### config.mk
export PLATFORM = sky130hd
export DESIGN_NAME = block_cipher_pipe
export DESIGN_NICKNAME = d
export VERILOG_FILES = /design/src/rtl/cipher_pkg.sv /design/src/rtl/cipher_keystream_lfsr.sv /design/src/rtl/block_cipher_pipe.sv
export SDC_FILE = /design/constraint.sdc
export NUM_CORES = 1
export LEC_CHECK = 0
export BUFFER_PORTS_ARGS = -buffer_cell sky130_fd_sc_hd__buf_2
export CORE_UTILIZATION = 25
export CTS_CLUSTER_DIAMETER = 40
export DETAILED_ROUTE_END_ITERATION = 6
export PLACE_DENSITY = 0.51
export SYNTH_ARGS = -nofsm -noshare
export SYNTH_HDL_FRONTEND = slang
export SYNTH_HIERARCHICAL = 1
export SYNTH_SLANG_ARGS = --single-unit
export TNS_END_PERCENT = 50
### constraint.sdc
create_clock -name clk -period 2.3 [get_ports clk]
set_input_delay 0.23 -clock clk [delete_from_list [all_inputs] [get_ports clk]]
set_output_delay 0.23 -clock clk [all_outputs]
set_load 0.02 [all_outputs]
### src/rtl/cipher_pkg.sv
// Shared tables and width-generic helpers for the block_cipher_pipe datapath.
// Inverse tables exist only when CIPHER_DECRYPT_EN is defined.
package cipher_pkg;

    localparam int MAX_W = 64;
    typedef logic [MAX_W-1:0] word_t;

    typedef enum logic {
        MODE_ENC = 1'b0,
        MODE_DEC = 1'b1
    } mode_e;

    // Nibble k of each table holds S[k] (PRESENT S-box).
    localparam logic [63:0] SBOX_TBL = 64'h2174_8FE3_DA09_B65C;

    function automatic word_t sbox_w(input word_t x, input int w);
        word_t r;
        r = '0;
        for (int n = 0; n < w / 4; n++)
            r[4*n +: 4] = SBOX_TBL[4*int'(x[4*n +: 4]) +: 4];
        return r;
    endfunction

    function automatic word_t pbox(input word_t x, input int w, input int stride);
        word_t r;
        r = '0;
        for (int i = 0; i < w; i++)
            r[(i * stride) % w] = x[i];
        return r;
    endfunction

`ifdef CIPHER_DECRYPT_EN
    localparam logic [63:0] INV_SBOX_TBL = 64'hA970_364B_D21C_8FE5;

    function automatic word_t inv_sbox_w(input word_t x, input int w);
        word_t r;
        r = '0;
        for (int n = 0; n < w / 4; n++)
            r[4*n +: 4] = INV_SBOX_TBL[4*int'(x[4*n +: 4]) +: 4];
        return r;
    endfunction

    function automatic word_t inv_pbox(input word_t x, input int w, input int stride);
        word_t r;
        r = '0;
        for (int i = 0; i < w; i++)
            r[i] = x[(i * stride) % w];
        return r;
    endfunction
`endif

endpackage

### src/rtl/cipher_keystream_lfsr.sv
// Fibonacci LFSR keystream: advances once per accepted beat, reloadable at runtime.
module cipher_keystream_lfsr #(
    parameter int             W         = 8,
    parameter logic [W-1:0]   TAPS      = 8'hB8,
    parameter logic [W-1:0]   SEED_INIT = 8'h01
) (
    input  logic         clk,
    input  logic         rst,
    input  logic         advance,
    input  logic         seed_load,
    input  logic [W-1:0] seed,
    output logic [W-1:0] state
);

    logic [W-1:0] state_q, state_d;

    // A load overrides the advance; an all-zero seed would lock the register up.
    always_comb begin
        state_d = state_q;
        if (seed_load)
            state_d = (seed == '0) ? W'(1) : seed;
        else if (advance)
            state_d = {state_q[W-2:0], ^(state_q & TAPS)};
    end

    always_ff @(posedge clk) begin
        if (!rst) state_q <= SEED_INIT;
        else      state_q <= state_d;
    end

    assign state = state_q;

endmodule

### src/rtl/block_cipher_pipe.sv
// Three-stage streaming SPN cipher with valid/ready backpressure and LFSR keystream.
// Define CIPHER_DECRYPT_EN to build the per-beat decrypt path (in_mode honoured).
module block_cipher_pipe
    import cipher_pkg::*;
#(
    parameter int           W         = 8,
    parameter logic [W-1:0] TAPS      = 8'hB8,
    parameter logic [W-1:0] SEED_INIT = 8'h01,
    parameter int           STRIDE    = 3
) (
    input  logic         clk,
    input  logic         rst,
    input  logic         in_valid,
    output logic         in_ready,
    input  logic [W-1:0] in_data,
    input  logic         in_mode,
    input  logic         seed_load,
    input  logic [W-1:0] seed,
    output logic         out_valid,
    input  logic         out_ready,
    output logic [W-1:0] out_data
);

    logic [W-1:0] ks;
    logic         accept;
    logic         s1_en, s2_en, s3_en;
    logic         s1_v_q, s2_v_q, s3_v_q;
    logic [W-1:0] s1_q, s2_q, s3_q;
    logic [W-1:0] s1_d, s2_d, s3_d;

    // Each stage may load when empty or when its occupant leaves this cycle.
    assign s3_en    = !s3_v_q || out_ready;
    assign s2_en    = !s2_v_q || s3_en;
    assign s1_en    = !s1_v_q || s2_en;
    assign in_ready = s1_en;
    assign accept   = in_valid && in_ready;

    cipher_keystream_lfsr #(
        .W         (W),
        .TAPS      (TAPS),
        .SEED_INIT (SEED_INIT)
    ) u_lfsr (
        .clk       (clk),
        .rst       (rst),
        .advance   (accept),
        .seed_load (seed_load),
        .seed      (seed),
        .state     (ks)
    );

`ifdef CIPHER_DECRYPT_EN
    mode_e        m1_q, m2_q;
    logic [W-1:0] ks1_q, ks2_q;

    assign s1_d = (in_mode == MODE_DEC) ? W'(inv_pbox(word_t'(in_data), W, STRIDE))
                                        : in_data ^ ks;
    assign s2_d = (m1_q == MODE_DEC)    ? W'(inv_sbox_w(word_t'(s1_q), W))
                                        : W'(sbox_w(word_t'(s1_q), W));
    assign s3_d = (m2_q == MODE_DEC)    ? s2_q ^ ks2_q
                                        : W'(pbox(word_t'(s2_q), W, STRIDE));

    always_ff @(posedge clk) begin
        if (accept) begin
            m1_q  <= mode_e'(in_mode);
            ks1_q <= ks;
        end
        if (s2_en && s1_v_q) begin
            m2_q  <= m1_q;
            ks2_q <= ks1_q;
        end
    end
`else
    logic unused_mode;
    assign unused_mode = in_mode;

    assign s1_d = in_data ^ ks;
    assign s2_d = W'(sbox_w(word_t'(s1_q), W));
    assign s3_d = W'(pbox(word_t'(s2_q), W, STRIDE));
`endif

    always_ff @(posedge clk) begin
        if (!rst) begin
            s1_v_q <= 1'b0;
            s2_v_q <= 1'b0;
            s3_v_q <= 1'b0;
            s3_q   <= '0;
        end else begin
            if (s1_en) s1_v_q <= accept;
            if (s2_en) s2_v_q <= s1_v_q;
            if (s3_en) s3_v_q <= s2_v_q;
            if (s3_en && s2_v_q) s3_q <= s3_d;
        end
    end

    // NOTE: inner data registers carry no reset; their valid bits already gate them.
    always_ff @(posedge clk) begin
        if (accept)          s1_q <= s1_d;
        if (s2_en && s1_v_q) s2_q <= s2_d;
    end

    assign out_valid = s3_v_q;
    assign out_data  = s3_q;

endmodule

==> impl_metrics.prom <==
# TYPE chip_impl_metric gauge
chip_impl_info{name="status",value="finished clean"} 1
chip_impl_metric{name="aggregate_negative_setup_slack",unit="ps"} 0
chip_impl_metric{name="hpwlAfterDp",unit="microns"} 2191
chip_impl_info{name="synth_area_leaders",value="edfxtp_1 (27%), dfxtp_1 (21%), ha_1 (6.9%), mux2i_1 (6.1%), nand2_1 (5.6%)"} 1
chip_impl_metric{name="io_buffers",unit=""} 30
chip_impl_metric{name="synth.yosys.seq_area_share",unit=""} 0.4748
chip_impl_metric{name="part_of_the_cycle_the_worst_path_needs",unit=""} 0.6942
chip_impl_metric{name="final_period_minus_worst_setup_slack",unit="ps"} 1597
chip_impl_metric{name="wire_per_inst",unit="microns"} 10.13
chip_impl_metric{name="clkPwrFrac",unit=""} 0.305
chip_impl_metric{name="util_after_layout",unit=""} 0.3080
chip_impl_metric{name="post_route_cells_drive_above_1_share",unit=""} 0.2642
chip_impl_metric{name="pin_count_of_the_biggest_net_entering_global_routing",unit=""} 23
chip_impl_metric{name="initialDrtViolationCount",unit=""} 56
chip_impl_metric{name="io_pins",unit=""} 32
chip_impl_metric{name="syn_nets",unit=""} 191
chip_impl_metric{name="timing_worst_slew_pin_value",unit="ps"} 375.7
chip_impl_info{name="rr_startpoint",value="s1_q[0]"} 1
chip_impl_metric{name="gp_congestion",unit=""} 0.6995
chip_impl_metric{name="avgSynthCellArea",unit="sq um"} 11.40
chip_impl_info{name="path_class",value="reg -> reg"} 1
chip_impl_metric{name="yosys.area_share.xor_xnor",unit=""} 0.05797
chip_impl_info{name="root_buffer",value="clkbuf_8"} 1
chip_impl_metric{name="worst_slew_margin_rel",unit=""} 0.7495
chip_impl_metric{name="effective_utilization_at_floorplan",unit=""} 0.2625
chip_impl_metric{name="fillers",unit=""} 762
chip_impl_metric{name="vertical_die_dimension",unit="microns"} 87.16
chip_impl_metric{name="tritoncts.num_buffers",unit=""} 5
chip_impl_metric{name="layout.nets",unit=""} 224
chip_impl_metric{name="timing.max_cap.violations",unit=""} 0
chip_impl_metric{name="netlist_area_before_placement",unit="sq um"} 1813
chip_impl_metric{name="grt_antenna_before_repair",unit=""} 0
chip_impl_metric{name="area_growth",unit="%"} 17.32
chip_impl_info{name="grt_setup_unrepaired",value="no"} 1
chip_impl_info{name="critical-path-top-delay-family",value="multiplexers"} 1
chip_impl_metric{name="internal-power",unit="uW"} 1021
chip_impl_metric{name="antennaDiodeCount",unit=""} 0
chip_impl_metric{name="postSynthCellCount",unit=""} 159
chip_impl_metric{name="cts_num_sinks",unit=""} 35
chip_impl_metric{name="p_switching",unit="uW"} 334.0
chip_impl_metric{name="post_cts_buffers",unit=""} 0
chip_impl_metric{name="yosysWarnings",unit=""} 6
chip_impl_metric{name="ir_drop",unit="mV"} 0.1963
chip_impl_metric{name="crit_required",unit="ps"} 2320
chip_impl_info{name="timing.critical_path.slowest_stage_cell",value="mux4_2"} 1
chip_impl_info{name="synth.largest_area_cell",value="edfxtp_1"} 1
chip_impl_metric{name="cp_num_buf_inv",unit=""} 1
chip_impl_metric{name="remaining_number_of_nets_flagged_by_the_antenna_check_after_routing",unit=""} 0
chip_impl_metric{name="synth_fa_ha_area_frac",unit=""} 0.06901
chip_impl_info{name="worst_hold_startpoint",value="seed[7]"} 1
chip_impl_metric{name="skew",unit="ps"} 6.036
chip_impl_info{name="hp-class",value="in -> reg"} 1
chip_impl_metric{name="switching_share",unit=""} 0.2465
chip_impl_info{name="timing.critical_path.from_type",value="register"} 1
chip_impl_info{name="synth_top_family_by_area",value="multiplexers"} 1
chip_impl_metric{name="cts_hold_repair.buffers",unit=""} 0
chip_impl_metric{name="share_seq_of_total_power",unit=""} 0.549
chip_impl_metric{name="yosys.cell_types.count",unit=""} 33
chip_impl_metric{name="dieArea",unit="sq um"} 7597
chip_impl_metric{name="synth_top_cell_area_share",unit=""} 0.2650
chip_impl_metric{name="max_clock_freq",unit="MHz"} 626.3
chip_impl_metric{name="grt_pass1_wl",unit="microns"} 5119
chip_impl_metric{name="clock_insertion_delay_worst_skew",unit="ps"} 280
chip_impl_metric{name="timing.final.max_slew_violations",unit=""} 0
chip_impl_info{name="setup_crit_start",value="s1_q[0]"} 1
chip_impl_metric{name="critical-path-max-stage-delay",unit="ps"} 460
chip_impl_metric{name="die-width",unit="microns"} 87.16
chip_impl_metric{name="global_router_s_overall_resource_usage",unit=""} 0.08840
chip_impl_metric{name="timing.critical_path.arrival",unit="ps"} 1610
chip_impl_metric{name="synth.area.mux_share",unit=""} 0.1477
chip_impl_metric{name="setup_ws",unit="ps"} 703.3
chip_impl_metric{name="via_count",unit=""} 1176
chip_impl_metric{name="detailedPlace.worstSlack",unit="ps"} 699.0
chip_impl_metric{name="global_route_congestion_overflow_total",unit=""} 0
chip_impl_metric{name="detailedRoute.firstPassIterationCount",unit=""} 4
chip_impl_metric{name="clockBufferDepth",unit=""} 2
chip_impl_metric{name="drc_violations_left",unit=""} 0
chip_impl_metric{name="drt_wl_total",unit="microns"} 2928
chip_impl_info{name="path_cells",value="inv_1, ha_1, mux4_2"} 1
chip_impl_metric{name="p_leak",unit="uW"} 0.0008902
chip_impl_metric{name="clk_pin_slew",unit="ps"} 70
chip_impl_metric{name="core",unit="sq um"} 6907
chip_impl_metric{name="power_density",unit="nW/um^2"} 636.9
chip_impl_metric{name="synth_compound_area_frac",unit=""} 0.08903
chip_impl_metric{name="crit_path_max_fanout",unit=""} 6
chip_impl_metric{name="finalSetupViolations",unit=""} 0
chip_impl_metric{name="ctsHtreeMaxLevel",unit=""} 2
chip_impl_metric{name="timing_hold_violations_final",unit=""} 0
chip_impl_metric{name="cts_resized",unit=""} 0
chip_impl_metric{name="first_global_vias",unit=""} 1134
chip_impl_metric{name="core.rowCount",unit=""} 30
chip_impl_metric{name="power.share.combinational",unit=""} 0.146
chip_impl_metric{name="post_drt_via_cell_ratio",unit=""} 4.069
chip_impl_info{name="critPathCaptureType",value="register"} 1
chip_impl_metric{name="yosys.area_share.simple",unit=""} 0.1063
chip_impl_info{name="tritoncts",value="done"} 1
chip_impl_metric{name="synth-seq-cells",unit=""} 35
[layout by cell type, fill, tap and decap left out]
cell / n
mux4_2: 4
buf_4: 3
a22oi_1: 1
nor4b_4: 1
clkbuf_8: 5
nand3_1: 1
clkinv_1: 1
mux2_2: 4
a31oi_2: 1
nand2b_1: 1
xor2_1: 10
a211oi_1: 2
nor2b_4: 1
edfxtp_1: 16
clkinv_2: 1
clkbuf_1: 2
nor2_1: 4
ha_1: 10
nor2b_2: 1
mux2i_1: 11
xnor2_1: 2
o311ai_0: 1
a21boi_0: 2
buf_2: 30
inv_1: 8
o21a_1: 3
o21ai_0: 4
nor4_1: 1
mux2_1: 2
a21oi_1: 9
a2bb2oi_1: 1
a21o_1: 1
nand2_1: 27
dfxtp_1: 19
o21ai_1: 1
nor2b_1: 2
[power groups by stage]
stage                     Combinational [uW]  Sequential, uW  Clock, uW
after floorplan                          153             752          0
final                                    198             744        413
after CTS                                201             745        427
after global routing                     225             752        460
after global placement                   198             757          0
after detailed placement                 200             758          0
[Yosys cell counts, drive strengths merged]
master / count
nor2b: 4
clkinv: 1
a21oi: 9
a211oi: 2
mux4: 4
inv: 8
xnor2: 2
o21ai: 5
nand3: 1
nand2: 27
a31oi: 1
o311ai: 1
buf: 7
a21boi: 2
a21o: 1
ha: 10
nor4b: 1
mux2i: 11
o21a: 3
nor4: 1
nor2: 4
nand2b: 1
mux2: 6
a22oi: 1
dfxtp: 19
a2bb2oi: 1
edfxtp: 16
xor2: 10
[final cells by class]
| class | instances | area, sq um | share of cell area |
|---|---|---|---|
| timing repair buffer | 33 | 172.7 | 0.08118 |
| inverter | 9 | 33.78 | 0.01588 |
| sequential | 35 | 860.8 | 0.4047 |
| multi-input combinational | 108 | 858.3 | 0.4035 |
| tap | 96 | 120.1 | 0.05647 |
| clock inverter | 1 | 5.005 | 0.002353 |
| clock buffer | 7 | 76.32 | 0.03588 |
[layer usage]
| metal | track usage | part of all wire |
|---|---|---|
| met5 | 0 | 0 |
| met4 | 0.04024 | 0.0072 |
| met3 | 0.02844 | 0.048 |
| met2 | 0.1382 | 0.45 |
| met1 | 0.1112 | 0.50 |
[path summary, 6_finish.rpt]
check	slack (ps)	endpoint	depth (start not counted)
worst max-delay path	700	s2_q[2]	3
worst max register to register	700	s2_q[2]	3
worst min register to register	450	out_data[4]	2
worst min-delay path	200	u_lfsr/state[7]	3
[registers in the layout, summed over array words and instances (netlist names)]
signal        flops
s2_v_q            1
out_valid         1
s1_q              8
u_lfsr/state      8
s2_q              8
s1_v_q            1
out_data          8
[cells by family after synthesis]
| kind of cell | Yosys count |
|---|---|
| fa+ha+maj | 10 |
| simple gates | 39 |
| flops | 35 |
| buf+inv | 16 |
| mux | 21 |
| xor+xnor | 12 |
| compound gates | 26 |
[worst min-delay path, cell delays in order]
cell and delay, ps:
buf_2 100, nand2_1 50, a21oi_1 50
[per-stage QoR]
| step | cell area, sq um | hold WS [ps] | total power, uW | std cells |
|---|---|---|---|---|
| floorplan | 1813 | 366.0 | 905.3 | 159 |
| global placement | 2046 | 440.1 | 955.0 | 281 |
| detailed placement | 2046 | 444.5 | 958.4 | 281 |
| CTS | 2127 | 190.0 | 1373 | 289 |
| global route | 2127 | 207.1 | 1436 | 289 |
| finish | 2127 | 203.6 | 1355 | 289 |
Power figures use the tool's default switching activity.
